[src/rtl/ppu_pkg.sv]
// Shared types for the PPU frame-synchronous write queue.
package ppu_pkg;

    // Avalon word-address region select, address[9:8].
    typedef enum logic [1:0] {
        REG_ATTR   = 2'b00,
        REG_SPRITE = 2'b01,
        REG_COLOR  = 2'b10,
        REG_CTRL   = 2'b11
    } region_e;

    // First vertical-blank line.
    localparam int unsigned VACTIVE = 480;

    // Commit sequencer states.
    typedef enum logic [1:0] {
        IDLE  = 2'b00,
        ARMED = 2'b01,
        DRAIN = 2'b10
    } commit_state_e;

    // One queued table write.
    typedef struct packed {
        logic [15:0] address;
        logic [31:0] data;
    } entry_t;

endpackage

[src/rtl/ppu_write_queue_sync_fifo.sv]
// Synchronous FIFO with occupancy count; reset flushes the pointers.
module sync_fifo #(
    parameter int unsigned WIDTH = 48,
    parameter int unsigned DEPTH = 32
) (
    input  logic                     clk,
    input  logic                     reset,
    input  logic                     push,
    input  logic [WIDTH-1:0]         wr_data,
    input  logic                     pop,
    output logic [WIDTH-1:0]         rd_data,
    output logic                     full,
    output logic                     empty,
    output logic [$clog2(DEPTH):0]   level
);

    localparam int unsigned AW = $clog2(DEPTH);
    localparam int unsigned LW = AW + 1;

    logic [WIDTH-1:0] mem_q [DEPTH];
    logic [AW-1:0]    wr_ptr_q, wr_ptr_d;
    logic [AW-1:0]    rd_ptr_q, rd_ptr_d;
    logic [LW-1:0]    level_q, level_d;
    logic             do_push, do_pop;

    assign full    = (level_q == LW'(DEPTH));
    assign empty   = (level_q == '0);
    assign level   = level_q;
    assign rd_data = mem_q[rd_ptr_q];
    assign do_push = push && !full;
    assign do_pop  = pop && !empty;

    // Pointer and occupancy update.
    always_comb begin
        wr_ptr_d = wr_ptr_q;
        rd_ptr_d = rd_ptr_q;
        level_d  = level_q;
        if (do_push) begin
            wr_ptr_d = wr_ptr_q + AW'(1);
        end
        if (do_pop) begin
            rd_ptr_d = rd_ptr_q + AW'(1);
        end
        if (do_push && !do_pop) begin
            level_d = level_q + LW'(1);
        end else if (do_pop && !do_push) begin
            level_d = level_q - LW'(1);
        end
    end

    // Control registers with asynchronous flush.
    always_ff @(posedge clk or posedge reset) begin
        if (reset) begin
            wr_ptr_q <= '0;
            rd_ptr_q <= '0;
            level_q  <= '0;
        end else begin
            wr_ptr_q <= wr_ptr_d;
            rd_ptr_q <= rd_ptr_d;
            level_q  <= level_d;
        end
    end

    // Storage array; contents are don't-care once pointers are flushed.
    always_ff @(posedge clk) begin
        if (do_push) begin
            mem_q[wr_ptr_q] <= wr_data;
        end
    end

endmodule

[src/rtl/ppu_write_queue.sv]
// Frame-synchronous table-write buffer: queues CPU writes to the attribute,
// sprite and colour tables and replays a snapshot of them during vblank
// when software arms a commit through the control region.
module ppu_write_queue
    import ppu_pkg::*;
#(
    parameter int unsigned DEPTH   = 32,
    parameter int unsigned VACTIVE = ppu_pkg::VACTIVE
) (
    input  logic                     clk,
    input  logic                     reset,
    input  logic                     chipselect,
    input  logic                     write,
    input  logic [15:0]              address,
    input  logic [31:0]              writedata,
    output logic                     waitrequest,
    input  logic [9:0]               vcount,
    output logic [2:0]               mem_write,
    output logic [15:0]              w_addr,
    output logic [31:0]              w_data,
    output logic [$clog2(DEPTH):0]   level,
    output logic                     commit_done
);

    localparam int unsigned LW = $clog2(DEPTH) + 1;
    localparam int unsigned EW = $bits(entry_t);

    commit_state_e state_q, state_d;
    logic [LW-1:0] remain_q, remain_d;
    logic          pending_q, pending_d;
    logic [2:0]    mem_write_q, mem_write_d;
    logic [15:0]   w_addr_q, w_addr_d;
    logic [31:0]   w_data_q, w_data_d;
    logic          commit_done_q, commit_done_d;

    logic          is_ctrl, table_req, push, pop, arm, vblank;
    logic          fifo_full, fifo_empty;
    logic [LW-1:0] fifo_level;
    logic [EW-1:0] fifo_rd;
    entry_t        wr_entry, head;

    assign is_ctrl     = (address[9:8] == REG_CTRL);
    assign table_req   = chipselect && write && !is_ctrl;
    assign push        = table_req && !fifo_full;
    assign waitrequest = table_req && fifo_full;
    assign arm         = chipselect && write && is_ctrl && writedata[0];
    assign vblank      = (vcount >= 10'(VACTIVE));

    assign wr_entry.address = address;
    assign wr_entry.data    = writedata;
    assign head             = entry_t'(fifo_rd);

    sync_fifo #(
        .WIDTH (EW),
        .DEPTH (DEPTH)
    ) u_fifo (
        .clk     (clk),
        .reset   (reset),
        .push    (push),
        .wr_data (wr_entry),
        .pop     (pop),
        .rd_data (fifo_rd),
        .full    (fifo_full),
        .empty   (fifo_empty),
        .level   (fifo_level)
    );

    assign level       = fifo_level;
    assign mem_write   = mem_write_q;
    assign w_addr      = w_addr_q;
    assign w_data      = w_data_q;
    assign commit_done = commit_done_q;

    // Commit sequencing, snapshot countdown and table-write port next values.
    // commit_done is registered so it lands the cycle after the last write.
    always_comb begin
        state_d       = state_q;
        remain_d      = remain_q;
        pending_d     = pending_q;
        commit_done_d = 1'b0;
        pop           = 1'b0;
        mem_write_d   = '0;
        w_addr_d      = w_addr_q;
        w_data_d      = w_data_q;

        case (state_q)
            IDLE: begin
                if (arm) begin
                    state_d  = ARMED;
                    remain_d = fifo_level;
                end
            end
            ARMED: begin
                if (arm) begin
                    pending_d = 1'b1;
                end
                if (vblank) begin
                    state_d = DRAIN;
                end
            end
            DRAIN: begin
                if (remain_q == '0) begin
                    commit_done_d = 1'b1;
                    pending_d     = 1'b0;
                    if (pending_q || arm) begin
                        state_d  = ARMED;
                        remain_d = fifo_level;
                    end else begin
                        state_d = IDLE;
                    end
                end else begin
                    if (arm) begin
                        pending_d = 1'b1;
                    end
                    if (vblank && !fifo_empty) begin
                        pop      = 1'b1;
                        remain_d = remain_q - LW'(1);
                    end
                end
            end
            default: begin
                state_d = IDLE;
            end
        endcase

        if (pop) begin
            mem_write_d = 3'b001 << head.address[9:8];
            w_addr_d    = head.address;
            w_data_d    = head.data;
        end
    end

    // State and output registers, cleared asynchronously.
    always_ff @(posedge clk or posedge reset) begin
        if (reset) begin
            state_q       <= IDLE;
            remain_q      <= '0;
            pending_q     <= 1'b0;
            mem_write_q   <= '0;
            w_addr_q      <= '0;
            w_data_q      <= '0;
            commit_done_q <= 1'b0;
        end else begin
            state_q       <= state_d;
            remain_q      <= remain_d;
            pending_q     <= pending_d;
            mem_write_q   <= mem_write_d;
            w_addr_q      <= w_addr_d;
            w_data_q      <= w_data_d;
            commit_done_q <= commit_done_d;
        end
    end

endmodule

[config.mk]
export PLATFORM = sky130hd
export DESIGN_NAME = ppu_write_queue
export DESIGN_NICKNAME = d
export VERILOG_FILES = /design/src/rtl/ppu_pkg.sv /design/src/rtl/ppu_write_queue_sync_fifo.sv /design/src/rtl/ppu_write_queue.sv
export SDC_FILE = /design/constraint.sdc
export NUM_CORES = 2
export LEC_CHECK = 0
export ABC_CLOCK_PERIOD_IN_PS = 5200
export CELL_PAD_IN_SITES_DETAIL_PLACEMENT = 0
export CELL_PAD_IN_SITES_GLOBAL_PLACEMENT = 1
export CORE_AREA = 5 5 312 375
export DETAILED_ROUTE_END_ITERATION = 12
export DIE_AREA = 0 0 317 380
export GPL_ROUTABILITY_DRIVEN = 0
export GPL_TIMING_DRIVEN = 0
export PLACE_DENSITY = 0.87
export SYNTH_ARGS = -nofsm -noshare
export SYNTH_HDL_FRONTEND = slang
export SYNTH_HIERARCHICAL = 1
export SYNTH_SLANG_ARGS = --single-unit
[constraint.sdc]
create_clock -name clk -period 5.2 [get_ports clk]
set_input_delay 1.04 -clock clk [delete_from_list [all_inputs] [get_ports clk]]
set_output_delay 1.04 -clock clk [all_outputs]
set_load 0.005 [all_outputs]
==> impl_metrics.json <==
{
  "cts_resized": 0,
  "synth_fa_ha_area_frac": 0.003776,
  "reg2reg_to": "u_fifo/level[4]",
  "max_stage_delay_ns": 1.09,
  "post-route-drc-count": 0,
  "final_common_cell": "edfxtp_1",
  "worstHoldPathType": "reg2reg",
  "synth-simple-area-share": 0.008588,
  "cp.required_ns": 5.64,
  "place_ws_ns": -0.4363,
  "layout-drive-gt1-share": 0.2075,
  "path_class": "in2reg",
  "clk_pin_slew_worst_paths_ns": 0.06,
  "numCtsBuffers": 149,
  "most-common-layout-cells": "edfxtp_1 (1,536), mux4_2 (289), mux2i_1 (192)",
  "die_w_um": 317,
  "fin_util": 0.6303,
  "syn_avg_cell_area_um2": 21.66,
  "numClockSinks": 1613,
  "area_growth_pct": 15.24,
  "crit_chain": "clkdlybuf4s50_1, a21o_1, nor2_1, inv_1, a31oi_2, nand2_1, nor2_4, buf_12",
  "placed_area_um2": 66240,
  "end_kind": "register",
  "synth_compound_area_frac": 0.04469,
  "post_cts.repair.setup_buffers": 0,
  "nNetsFinal": 3251,
  "leakage_nw": 22.78,
  "grt_max_degree": 40,
  "slew_viol_final": 0,
  "drt_pre_antenna_iters": 7,
  "period_minus_slack_ns": 4.907,
  "io_pins": 121,
  "r2r-start": "u_fifo/level[0]",
  "worstMarginPinSlew_ns": 1.255,
  "tns_ns": 0,
  "die_y_um": 380,
  "maxCapViolCount": 0,
  "grt_pass1_vias": 32720,
  "synth-seq-area-share": 0.7797,
  "yosys.cell_types.count": 65,
  "ys_ff_latch": 1613,
  "io_buffers": 115,
  "crit_fanout": 34,
  "hold_buffers": 0,
  "skew_ns": 0.02804,
  "dp_hpwl_um": 99430,
  "coreArea_um2": 112700,
  "multi_input_area_um2": 12850,
  "crit_buf_inv": 3,
  "ys_async_sr_fraction": 0.04774,
  "dieArea_um2": 120500,
  "fmax_mhz": 203.8,
  "min_to": "w_data[29]",
  "root_buffer": "clkbuf_16",
  "synth_fp_nets": 2925,
  "rrSetupSlack_ns": 0.85,
  "start_util": 0.5470,
  "netlist_area_um2": 61630,
  "grt_pass1_wl_um": 223000,
  "critPathSlowestCell": "nor2_4",
  "synth_top_family_by_area": "multiplexers",
  "antenna_found_initial": 1,
  "max-clock-path-buffers": 3,
  "gr-total-overflow": 0,
  "ff_latch_area_um2": 48050,
  "holdCritStartpoint": "w_data[29]",
  "drt-total-wl_um": 154900,
  "synthCells": 2845,
  "cp.arrival_ns": 5.35,
  "fin_crit_sh": 0.9436,
  "htreeDepth": 4,
  "grt_usage": 0.2564,
  "synth_edf_count": 1536,
  "synth.yosys.warnings": 6,
  "synthMuxAreaShare": 0.1459,
  "slew-limit-headroom": 0.1631,
  "yosys.area_share.xor_xnor": 0.001563,
  "hold_violations": 0,
  "ir_drop_uv": 319.9,
  "status": "completed",
  "rows": 135,
  "finalInstanceArea_um2": 71020,
  "fin_ws_ns": 0.2931,
  "cp_top_family": "simple AND/OR/NAND/NOR gates",
  "via_per_inst": 6.650,
  "nFillCells": 7141,
  "grt_setup_unrepaired": "no",
  "r2r_cells": 17,
  "wl_per_cell_um": 32.24,
  "hold_depth": 1,
  "synth_ff_type": "edfxtp_1",
  "dr_total_vias": 31950,
  "setup_viol": 0,
  "drtIter0Drc": 4122,
  "crit_path_start_kind": "input pin",
  "powerDensity_nw_per_um2": 502.1,
  "cts_tree": "built",
  "postRouteAntennaNets": 0,
  "clock_latency_ns": 0.78
}
## logic make-up (layout without fill, tap and decap cells)
group | Yosys count | count (layout)
simple gates | 107 | 107
flops | 1613 | 1613
other cells | 0 | 1
fa+ha+maj | 18 | 18
compound gates | 382 | 382
buf+inv | 183 | 634
mux | 531 | 531
xor+xnor | 11 | 11
## cells in the mapped netlist (6+ instances only)
| cell | n | area [um^2] |
|---|---|---|
| mux2i_1 | 192 | 1922 |
| nand2_1 | 18 | 67.56 |
| dfrtp_1 | 77 | 1927 |
| a22oi_1 | 142 | 1066 |
| buf_2 | 39 | 195.2 |
| buf_1 | 10 | 37.54 |
| o21ai_0 | 8 | 40.04 |
| buf_4 | 24 | 180.2 |
| nor2_1 | 47 | 176.4 |
| nand3_1 | 6 | 30.03 |
| clkbuf_1 | 68 | 255.2 |
| xnor2_1 | 9 | 78.83 |
| mux4_2 | 289 | 6509 |
| buf_6 | 19 | 214.0 |
| nor3_1 | 8 | 40.04 |
| a21oi_1 | 103 | 515.5 |
| inv_1 | 23 | 86.33 |
| edfxtp_1 | 1536 | 46120 |
| ha_1 | 17 | 212.7 |
| o221ai_1 | 94 | 823.3 |
| mux2_1 | 49 | 551.8 |
## routing by layer
| layer | up-vias | part of all wire | track usage |
|---|---|---|---|
| met2 | 2057 | 0.51 | 0.4328 |
| met4 | 0 | 0.051 | 0.1115 |
| met3 | 440 | 0.092 | 0.05240 |
| li1 | 12680 | - | - |
| met5 | - | 0 | 0 |
| met1 | 16770 | 0.35 | 0.3253 |
## worst max path at each step
stage | from | end | slack, ns | cells after the start
floorplan | chipselect | u_fifo/mem_q[29][0] | 0.71 | 7
global placement | address[8] | u_fifo/mem_q[16][30] | -3.48 | 7
detailed placement | address[8] | u_fifo/mem_q[18][37] | -0.44 | 8
CTS | address[8] | u_fifo/mem_q[18][26] | 0.35 | 8
global route | address[8] | u_fifo/mem_q[18][23] | 0.11 | 8
finish | address[8] | u_fifo/mem_q[18][24] | 0.29 | 8
## registers in the layout, summed over array words and instances, names as in the netlist
signal and count:
commit_done 1, w_addr 16, u_fifo/level 6, u_fifo/wr_ptr_q 5
w_data 32, pending_q 1, state_q 2, mem_write 3
remain_q 6, u_fifo/rd_ptr_q 5, u_fifo/mem_q 1536
## metrics by stage
stage | power, mW | cells | hold WS, ns
finish | 35.66 | 4804 | 0.4918
global route | 36.88 | 4803 | 0.5052
CTS | 35.76 | 4803 | 0.4936
detailed placement | 25.07 | 4527 | 0.4799
global placement | 24.57 | 4467 | 0.4778
floorplan | 21.50 | 2845 | 0.4889
## cell type report
cell class	count	share of cell area
Sequential cell	1613	0.6766
Multi-Input combinational cell	1049	0.1809
Clock buffer	205	0.05691
Timing Repair Buffer	175	0.03503
Tap cell	1507	0.02655
Buffer	160	0.01244
Clock inverter	71	0.01029
Inverter	23	0.001251
Antenna cell	1	0.00003524
## power by group
group          switching, mW  total, mW  internal (mW)
clock                   4.70       10.7           5.96
combinational           5.68       9.91           4.23
sequential             0.293       15.1           14.8
total                   10.7       35.7           25.0
Power figures use the tool's default switching activity.
